[src/rtl/if_id_queue.sv]
// IF->ID decoupling queue: DEPTH-entry circular buffer with valid/ready on both sides,
// synchronous flush and pre-decoded head fields. Optional same-cycle bypass: `IF_ID_BYPASS_EN.
module if_id_queue #(
   parameter int unsigned DEPTH  = 4,
   parameter int unsigned EXC_W  = 8,
   parameter int unsigned PRED_W = 36
) (
   input  logic                       clk,
   input  logic                       rst,
   input  logic                       ID_Flush,
   input  logic                       IF_Valid,
   output logic                       IF_Ready,
   input  logic [31:0]                IF_Instr,
   input  logic [31:0]                IF_PC,
   input  logic [EXC_W-1:0]           IF_ExceptType,
   input  logic [PRED_W-1:0]          IF_PResult,
   output logic                       ID_Valid,
   input  logic                       ID_Ready,
   output logic [31:0]                ID_Instr,
   output logic [31:0]                ID_PC,
   output logic [15:0]                ID_Imm16,
   output logic [4:0]                 ID_rs,
   output logic [4:0]                 ID_rt,
   output logic [4:0]                 ID_rd,
   output logic [EXC_W-1:0]           ID_ExceptType,
   output logic [PRED_W-1:0]          ID_PResult,
   output logic [$clog2(DEPTH):0]     ID_Count
);

   localparam int unsigned AW = $clog2(DEPTH);
   localparam int unsigned CW = AW + 1;

   typedef struct packed {
      logic [31:0]       instr;
      logic [31:0]       pc;
      logic [EXC_W-1:0]  exc;
      logic [PRED_W-1:0] pred;
   } entry_t;

   entry_t          mem [DEPTH];
   entry_t          in_entry;
   entry_t          head;
   entry_t          shown;
   logic [AW-1:0]   wptr;
   logic [AW-1:0]   rptr;
   logic [CW-1:0]   count;
   logic            full;
   logic            empty;
   logic            bypass;
   logic            pass;
   logic            push;
   logic            pop;

   assign in_entry = '{instr: IF_Instr, pc: IF_PC, exc: IF_ExceptType, pred: IF_PResult};

   assign full     = (count == CW'(DEPTH));
   assign empty    = (count == CW'(0));
   // Ready depends only on registered occupancy, never on ID_Ready.
   assign IF_Ready = ~full & rst;

`ifdef IF_ID_BYPASS_EN
   assign bypass = empty & IF_Valid & ~ID_Flush & rst;
   assign pass   = bypass & ID_Ready;
`else
   assign bypass = 1'b0;
   assign pass   = 1'b0;
`endif

   // A passed-through instruction is consumed directly and never stored.
   assign push = IF_Valid & IF_Ready & ~ID_Flush & ~pass;
   assign pop  = ~empty & ID_Ready & ~ID_Flush;

   assign ID_Valid = (~empty & ~ID_Flush) | bypass;
   assign head     = bypass ? in_entry : mem[rptr];
   assign shown    = ID_Valid ? head : '0;

   assign ID_Instr      = shown.instr;
   assign ID_PC         = shown.pc;
   assign ID_ExceptType = shown.exc;
   assign ID_PResult    = shown.pred;
   assign ID_Imm16      = shown.instr[15:0];
   assign ID_rs         = shown.instr[25:21];
   assign ID_rt         = shown.instr[20:16];
   assign ID_rd         = shown.instr[15:11];
   assign ID_Count      = count;

   // Pointer and occupancy state; flush clears everything at the edge.
   always_ff @(posedge clk or negedge rst) begin
      if (!rst) begin
         wptr  <= '0;
         rptr  <= '0;
         count <= '0;
      end else if (ID_Flush) begin
         wptr  <= '0;
         rptr  <= '0;
         count <= '0;
      end else begin
         if (push) wptr <= wptr + AW'(1);
         if (pop)  rptr <= rptr + AW'(1);
         case ({push, pop})
            2'b10:   count <= count + CW'(1);
            2'b01:   count <= count - CW'(1);
            default: count <= count;
         endcase
      end
   end

   // Entry storage carries no reset.
   always_ff @(posedge clk) begin
      if (push) mem[wptr] <= in_entry;
   end

endmodule

[config.mk]
export PLATFORM = sky130hd
export DESIGN_NAME = if_id_queue
export DESIGN_NICKNAME = d
export VERILOG_FILES = /design/src/rtl/if_id_queue.sv
export SDC_FILE = /design/constraint.sdc
export NUM_CORES = 1
export LEC_CHECK = 0
export ABC_AREA = 1
export CAP_MARGIN = 15
export CORE_MARGIN = 3
export CORE_UTILIZATION = 49
export DETAILED_ROUTE_END_ITERATION = 12
export GPL_ROUTABILITY_DRIVEN = 0
export MAX_ROUTING_LAYER = met4
export PLACE_DENSITY = 0.77
export SLEW_MARGIN = 10
export SYNTH_ARGS = -nofsm -noshare
export SYNTH_HDL_FRONTEND = slang
export SYNTH_SLANG_ARGS = --single-unit
[constraint.sdc]
create_clock -name clk -period 6.5 [get_ports clk]
set_clock_uncertainty 0.15 [all_clocks]
set_input_delay 1.3 -clock clk [delete_from_list [all_inputs] [get_ports clk]]
set_output_delay 1.3 -clock clk [all_outputs]
set_load 0.02 [all_outputs]
# ---- Yosys cells after proc, flatten, opt, wreduce, memory -nomap -nowiden
# Memory sizes are Yosys's and may differ from the RTL's.
# Index checks and enable logic that the tools add are counted.
dict set report classes {
  bitwise_logic 9
  n_addsub 4
  n_eq_ne 3
  n_mux 9
  n_reduce_logical 4
}
# operator n
set op_table {}
lappend op_table {{$mux W108} 1}
lappend op_table {{$mux W2} 4}
lappend op_table {{$and A1 B1 Y1} 6}
lappend op_table {{$pmux W3 S2} 1}
lappend op_table {{$add A2 B1 Y2 const B} 2}
lappend op_table {{$reduce_bool A2 Y1} 2}
lappend op_table {{$add A3 B1 Y3 const B} 1}
lappend op_table {{$eq A3 B3 Y1 const B} 1}
lappend op_table {{$logic_not A3 Y1} 1}
lappend op_table {{$mux W3} 1}
lappend op_table {{$not A1 Y1} 3}
lappend op_table {{$reduce_bool A3 Y1} 1}
lappend op_table {{$sub A3 B1 Y3 const B} 1}
lappend op_table {{$eq A2 B1 Y1 const B} 1}
lappend op_table {{$eq A2 B2 Y1 const B} 1}
lappend op_table {{$mux W1} 2}
dict set report totals {
  inputBits 113
  memories 1
  word_cells 33
  output_inout_bits 144
  ramBits 432
  register_bits 7
}
# name words width rd rd_ports_with_merged_regs write_ports line_no
set mem_list {}
lappend mem_list {mem 4 108 1 0 1 40} ;# entry_t mem [DEPTH];

# ---- Longest topological paths before layout
# Gate-level depths: netlist of the first run.
dict set report logic_depth {
  word_depth 8
  ltp_mapped 13
  depth_no_buf 13
}

# ---- Worst setup path after synthesis of the first run
# OpenSTA, ideal clock, no wires.
dict set report synth_timing {
  path_kind {input-to-reg}
  from {input port IF_Valid}
  to {memory mem[0][0] (netlist bit), enable pin}
  n_path_buf 0
  t_arrival_ns 6.168
  path_slack_ns -0.393
  t_required_ns 5.774
  path_stages 4
  setup_time_ns 0.576
  cell_sequence {nand3_1 > nor2_1 > inv_1 > nor2_1}
}
dict set report synth_via {
  elab_chain_cells 4
}
# element line_no
set synth_rtl {}
lappend synth_rtl {{start: declaration} 11} ;# input logic IF_Valid,
lappend synth_rtl {{$and A1 B1 Y1 (2 in a row)} 70} ;# assign push = IF_Valid & IF_Ready & ~ID_Flush & ~pass;
lappend synth_rtl {{$mux W1} 110} ;# if (push) mem[wptr] <= in_entry;
lappend synth_rtl {{$mux W1 (implied by the code)} 110}
lappend synth_rtl {{end: declaration} 40}
# No other way between the ends.

# ---- Worst setup path in the final report of the first run
dict set report layout_timing {
  from {input port ID_Flush}
  to {output port ID_PC[1]}
}
dict set report layout_via {
  elab_chain_cells 3
}
# element line_no
set layout_rtl {}
lappend layout_rtl {{start: declaration} 10} ;# input logic ID_Flush,
lappend layout_rtl {{$not A1 Y1} 73} ;# assign ID_Valid = (~empty & ~ID_Flush) | bypass;
lappend layout_rtl {{$and A1 B1 Y1} 73}
lappend layout_rtl {{$mux W108} 75} ;# assign shown = ID_Valid ? head : '0;
lappend layout_rtl {{end: declaration} 20} ;# output logic [31:0] ID_PC,
# No other way between the ends.

==> results summary, run 1 <==
The number of search-and-repair iterations in the first detailed-routing pass came out at 5. After global routing the overflow that remains totals 0. The cell area after synthesis came out at 0.0174 mm^2.

The core box area is 0.0347 mm^2. The DRC violations left came out at 0. Across every metal layer, demand over resource in global routing totals 0.207.

The share of total power dissipated in combinational logic is 0.273. The arrival time of data at the critical path endpoint is 3720 ps. The share of total power dissipated in sequential elements is 0.423. The worst setup path is launched from an input pin. The worst setup path is of the input pin to output pin kind. Once layout is complete, the cells apart from fillers number 2061. Summed over all nets, the switching power comes to 2.31 mW. The number of setup buffers added after CTS came out at 0. Entering global routing, the biggest net connects 219 pins. The number of antenna violations at the first check in global routing is 6. During placement, the flow inserted port buffers numbering 256.

The worst reg-to-reg path cell count came out at 13. The number of cells in the design after placement is 1983. The post-CTS resize count is 0. Leaving out fill and tap cells, the most frequent cell in the layout is sky130_fd_sc_hd__nor2_1. The detailed router finished its first iteration with 827 violations. The worst hold path begins at ID_Count[1]. The mean post-synth cell area came out at 12.7 um^2. The sink count of the clock tree came out at 439. The top cell types in the final layout, fill and taps aside, are sky130_fd_sc_hd__nor2_1, sky130_fd_sc_hd__edfxtp_1, sky130_fd_sc_hd__clkdlybuf4s50_1, sky130_fd_sc_hd__o21ai_0, sky130_fd_sc_hd__a21oi_1. Synthesis inferred 439 register bits. In this run the number of H-tree levels came out at 2. IR analysis of the VDD net gives a maximum drop of 372 uV.

The count of different cell masters after synthesis came out at 20. The number of nets with antenna violations after routing came out at 0. The number of hold violations in the final report came out at 0.

The post-route minimum period is 5170 ps. The count of boundary I/O pins came out at 257. The detail-routed via count per cell is 5.34.

Max-cap violations in this run came to 0. For this design the ratio of total power to cell area is 356 mW/mm^2. The worst hold path belongs to the class flip-flop to flip-flop.

Once detailed placement completed, the half-perimeter wirelength came to 21.1 mm. The number of nets produced by synthesis came out at 1490. The wire length of the first global-routing pass came out at 60.4 mm. The highest fanout seen on the critical path came out at 57. At the pin with the least slew margin, the transition time is 1070 ps.

TritonCTS created 44 clock buffers. The critical path data required time came out at 5050 ps. The clock tree from TritonCTS is yes.

The clock slew at the register clock pins of the worst setup and hold paths is 60 ps. Setup repair after global routing left no endpoint under its margin. The final max-slew violation count is 0. The highest achievable clock rate came out at 193 MHz. For this run, the share of the core covered by cells in the final layout is 0.615. The clock network fraction of design power is 0.304. The detailed-route wire length is 39.0 mm. The relative area change from synthesis to final layout came out at 23.1%. The final-layout setup total negative slack came out at 0 ps. The beginning of the worst register-to-register path is ID_Count[0]. The internal power component came out at 5.29 mW. Clock tree synthesis selected as its root buffer the cell sky130_fd_sc_hd__clkbuf_16. The detailed-route wire length per cell came out at 18.9 um.

The max-slew headroom at the worst pin came out at 0.285. The floorplan die area came out at 0.0377 mm^2. The count of endpoints failing setup in the final report came out at 0. The cell count after synthesis came out at 1372. The final critical-path share of the clock period is 0.796. The Yosys warning count is 0. The placed standard-cell area came out at 0.0201 mm^2. The final route contains 11000 vias.

The source of the critical timing path is ID_Flush. The number of global-route vias before repair was 11100. The floorplan die width is 194 um. The flow ran to the end, and the final reports show no timing, DRC or antenna violations. The share of the Yosys chip area taken by registers is 0.757. The floorplan has 68 rows. The share of final-layout standard cells stronger than drive strength 1 is 0.0506. The final net count is 1692. The finished cells cover 0.0214 mm^2. The static power due to leakage is 7.12 nW.

Of the total power, the share spent switching nets is 0.304. The buffer levels on the longest clock path is 3. The starting utilization of the core area came out at 0.500. The endpoint type of the worst setup path is an output pin. The floorplan die height is 194 um. The clock latency reported for the late side of the worst-skew pair came out at 520 ps.

In this run, post-CTS hold repair placed 0 buffers. The number of instances on the worst hold path came out at 2. Hold is met by 444 ps.
## cells by family (layout without fill, tap and decap cells)
family | count (synthesis) | count (layout) | share of synthesized area
xor+xnor | 1 | 1 | 0.000505
flops | 439 | 439 | 0.757
buf+inv | 130 | 358 | 0.0416
compound gates | 330 | 330 | 0.0953
fa+ha+maj | 5 | 5 | 0.00404
simple gates | 467 | 467 | 0.101
other cells | 0 | 6 | 0
## metal layers
metal / vias up / part of all wire / GRT usage
met4: 0 / 0.027 / 0.0705
met5: - / 0 / -
met2: 348 / 0.51 / 0.355
met3: 77 / 0.066 / 0.0405
met1: 5351 / 0.39 / 0.246
li1: 5223 / - / -
## worst max-delay path, cell delays in order
cell                              delay (ps)
sky130_fd_sc_hd__clkdlybuf4s50_1         440
sky130_fd_sc_hd__inv_1                   220
sky130_fd_sc_hd__nand2_4                 420
sky130_fd_sc_hd__buf_12                  370
sky130_fd_sc_hd__a21oi_1                 210
sky130_fd_sc_hd__clkdlybuf4s50_1         650
## synthesized netlist by cell type
library cell | instances | area share
sky130_fd_sc_hd__clkbuf_1 | 25 | 0.0054
sky130_fd_sc_hd__nand2_1 | 21 | 0.0045
sky130_fd_sc_hd__inv_2 | 1 | 0.00022
sky130_fd_sc_hd__o21ai_0 | 201 | 0.058
sky130_fd_sc_hd__edfxtp_1 | 432 | 0.75
sky130_fd_sc_hd__inv_1 | 15 | 0.0032
sky130_fd_sc_hd__ha_1 | 4 | 0.0029
sky130_fd_sc_hd__buf_6 | 6 | 0.0039
sky130_fd_sc_hd__clkbuf_2 | 1 | 0.00029
sky130_fd_sc_hd__buf_2 | 42 | 0.012
sky130_fd_sc_hd__fa_1 | 1 | 0.0012
sky130_fd_sc_hd__dfrtp_1 | 7 | 0.010
sky130_fd_sc_hd__o21ai_1 | 18 | 0.0052
sky130_fd_sc_hd__buf_1 | 4 | 0.00086
sky130_fd_sc_hd__nand3_1 | 4 | 0.0012
sky130_fd_sc_hd__a21boi_0 | 1 | 0.00043
sky130_fd_sc_hd__xnor2_1 | 1 | 0.00050
sky130_fd_sc_hd__a21oi_1 | 110 | 0.032
sky130_fd_sc_hd__nor2_1 | 442 | 0.096
sky130_fd_sc_hd__buf_4 | 36 | 0.016
## registers in the layout (all words and copies together), names as in the netlist
signal	count
rptr	2
ID_Count	3
wptr	2
mem	432
## path summary, 6_finish.rpt
kind / to / slack, ps
worst max-delay path: ID_PC[1] / 1330
worst min-delay path: ID_Count[1] / 440
worst max register to register: ID_Count[2] / 3670
worst min register to register: ID_Count[1] / 440
max in group asynchronous: rptr[1] / 4990
min in group asynchronous: ID_Count[0] / 910
## area by class of cell
class,instances,area [um^2]
Multi-Input combinational cell,803,3530
Antenna cell,6,15.0
Fill cell,2620,13300
Sequential cell,439,13200
Inverter,16,67.6
Timing Repair Buffer,270,2730
Clock inverter,21,151
Clock buffer,51,1150
Tap cell,455,569
## power by group through the flow
stage	combinational [mW]	clock (mW)	sequential (mW)
after floorplan	1.30	0	3.28
after detailed placement	2.09	0	3.28
after global routing	2.26	2.47	3.22
after CTS	2.10	2.35	3.22
after global placement	2.05	0	3.27
final	2.08	2.31	3.22
## per-stage QoR
step / setup WS [ps] / total power [mW]
floorplan: -393 / 4.59
global placement: 1430 / 5.33
detailed placement: 1360 / 5.36
CTS: 1350 / 7.67
global route: 1230 / 7.95
finish: 1330 / 7.61
(Power assumes the default switching activity.)
==> inputs of run 2 (changes only) <==
Settings changed: CORE_UTILIZATION 49 to 54, PLACE_DENSITY 0.77 to 0.81.
Clock period 6.5 ns to 4.8 ns, I/O delays scaled along.
==> run 2 against run 1 <==
Compared with the run above:
- count of clock-buffer cells in the layout increased by 10
- final area increased by 0.52%
- utilization increased by 6.3 points
- combinational power increased by 34%
- via count increased by 1.0%
- final cell count decreased by 2.0%
- hold slack got worse by 8.9 ps
- global-route usage increased by 2.3 points
- die area decreased by 9.0%
- non-clock buffer count increased by 7
- register-to-register slack got worse by 1600 ps
- critical path type is now flip-flop to output pin
- clock power increased by 42%
==> results summary, run 2 (synthesis results as in run 1) <==
The cell repeated most along the worst path is sky130_fd_sc_hd__nor2_1. Setup repair after global routing left no endpoint under its margin. The number of vias in the routed layout came out at 11100 (+1.0%). The DRC violations left came out at 0 (unchanged). The delay contributed by the slowest stage of the critical path came out at 910 ps (+260 ps). The count of endpoints failing setup in the final report is 0 (unchanged). TritonCTS built the clock tree.

The final standard cell area without fillers came out at 0.0215 mm^2 (+0.52%). The detail-routed via count per cell is 5.50 (+3.1%). The floorplan die area was 0.0343 mm^2 (-9.0%).

The detailed-route wire length per cell is 19.2 um (+1.7%). The startpoint identified for the worst register-to-register timing path is ID_Count[0]. The number of DRC markers after the initial detailed-route iteration came out at 927 (+12%). The row count was 65 (-4.4%). The worst hold path terminates at ID_Count[1]. The highest fanout seen on the critical path is 122 (+110%). The worst setup slack after placement is 581 ps (-778 ps). The flow ran to the end, and the final reports show no timing, DRC or antenna violations. The power density normalized to cell area is 489 mW/mm^2 (+37%). The number of search-and-repair iterations in the first detailed-routing pass came out at 5 (unchanged).

The all-layer global routing usage came out at 0.230 (+0.0234). The launching element type of the critical path is a flip-flop. The transition time at the pin with the least slew margin came out at 785 ps (-287 ps). The sink count of the clock tree came out at 439 (unchanged). The final-layout setup total negative slack came out at 0 ps (unchanged). The H-tree level count is 2 (unchanged). The number of cells in the design after placement was 1937 (-2.3%). The count of boundary I/O pins is 257 (unchanged). The classification of the worst setup path is flip-flop to output pin.

The aggregate global routing overflow was 0 (unchanged). The final max-slew violation count came out at 0 (unchanged). The final instance count without filler cells came out at 2019 (-2.0%). The clock slew at the register clock pins of the worst setup and hold paths is 60 ps (about the same). The placed standard-cell area came out at 0.0201 mm^2 (+0.12%). CTS placed an instance of sky130_fd_sc_hd__clkbuf_16 at the clock tree root. The floorplan die height came out at 185 um (-4.6%). The static power due to leakage came out at 7.21 nW (+1.3%). The floorplan die width was 185 um (-4.6%). Leaving out fill and tap cells, the most frequent cells in the layout are sky130_fd_sc_hd__nor2_1, sky130_fd_sc_hd__edfxtp_1, sky130_fd_sc_hd__clkdlybuf4s50_1, sky130_fd_sc_hd__o21ai_0, sky130_fd_sc_hd__a21oi_1.

The arrival time of data at the critical path endpoint is 3350 ps (-370 ps). The maximum VDD drop is 394 uV (+6.0%). The setup slack of the worst register-to-register path came out at 2110 ps (-1560 ps). After detailed routing, no signal wire sits above met4. The post-CTS resize count is 0 (unchanged). More flip-flops sit in one register than any other, and that register is mem. The total clock buffers created by CTS came out at 44 (unchanged). The worst hold path begins at ID_Count[1]. The utilization after layout is 0.679 (+0.0634). The number of global-route vias before repair came out at 11100 (-0.0090%). The worst reg-to-reg path cell count was 7 (-6). Walking the worst path, the cells encountered are buf_12 -> nor2_1 -> nor2_1 -> o21ai_0 -> a21oi_1 -> clkdlybuf4s50_1.

The area growth from synthesis to layout is 23.7%. The number of hold violations in the final report is 0 (unchanged). The wire length of the first global-routing pass came to 59.4 mm (-1.6%).

The number of max-cap violations came to 0 (unchanged). The total of hold buffers inserted after clock tree synthesis is 0 (unchanged). The tightest min-delay check is of the flip-flop to flip-flop type.

The number of flip-flops in the largest register is 432 (unchanged). The total length of routed met3 wires came to 2.37 mm (-8.0%). The clock latency reported for the late side of the worst-skew pair is 540 ps (+20 ps). The max-slew headroom at the worst pin is 0.476 (+0.191). The number of setup buffers added after CTS came out at 0 (unchanged). The number of nets with antenna violations after routing was 0 (unchanged). The number of instances on the worst hold path came out at 2 (unchanged). The worst path setup slack after routing came out at 337 ps (-988 ps).

The detailed-route wire length was 38.8 mm (-0.34%). The count of input and output buffers is 256 (unchanged). The wire length on met1 came out at 15.6 mm (+1.6%). The starting utilization of the core area is 0.549 (+0.0486). Leaving out fill and tap cells, the most frequent cell in the layout is sky130_fd_sc_hd__nor2_1. For this design, the slowest cell found on the critical path is sky130_fd_sc_hd__dfrtp_4. The final net count is 1699 (+0.41%).

The pin count of the biggest net entering global routing was 129 (-41%). The worst slack on hold paths is 435 ps (-8.92 ps). The critical path data required time is 3690 ps (-1360 ps). The post-route minimum period is 4460 ps. The buffer levels on the longest clock path came out at 3 (unchanged).

The final HPWL from detailed placement came to 22.0 mm (+4.1%). The final critical-path share of the clock period is 0.930. The number of antenna violations at the first check in global routing is 2 (-4). The endpoint type of the worst setup path is an output pin. The reg-to-reg critical path endpoint is mem[3][1]. The share of final-layout standard cells stronger than drive strength 1 came out at 0.0557 (+0.00510).

The sum of internal, switching and leakage power is 10.5 mW (+38%). The core box area is 0.0316 mm^2 (-8.9%). The wire length on met2 is 19.8 mm (-0.74%). Timing would allow up to 224 MHz.
-- run 2: cell types whose count changed in the layout (fill, tap and decap cells not counted), sizes merged --
cell and delta:
buf +7, bufinv +1, clkbuf +10, clkinv -7, diode -4, inv +4
-- run 2: how the worst max path moves through the flow --
stage | to | from | slack (ps) | cells after the start
2_1_floorplan | mem[0][0] | IF_Valid | -1750 | 4
3_3_place_gp | ID_Imm16[15] | ID_Flush | 620 | 6
3_5_place_dp | ID_Imm16[15] | ID_Flush | 580 | 6
4_1_cts | ID_rs[4] | rptr[0] | 370 | 5
5_1_grt | ID_rs[4] | rptr[0] | 180 | 5
6_report | ID_PResult[1] | rptr[0] | 340 | 6
-- run 2: layer usage --
layer,up-vias,track usage
met5,-,-
met4,0,0.0870
met3,81,0.0353
met2,408,0.382
met1,5390,0.289
li1,5231,-
-- run 2: layout make-up --
cell class	instances	area (um^2)
fillers	2178	10200
repair buffers	277	2820
diodes	2	5.00
inverters	16	67.6
flip-flops and latches	439	13200
multi-input cells	803	3530
clock buffers	61	1220
well taps	402	503
clock inverters	19	181
-- run 2: worst max-delay path, delay by kind of cell (launching register included) --
family          cells  cell delay (ps)
buf+inv             2             1130
flops               1              910
compound gates      2              390
simple gates        2              200
-- run 2: report_power, final --
group	switching [mW]	total (mW)	internal, mW
clock	1.36	3.29	1.94
combinational	1.71	2.78	1.07
sequential	0.114	4.43	4.31
total	3.18	10.5	7.33
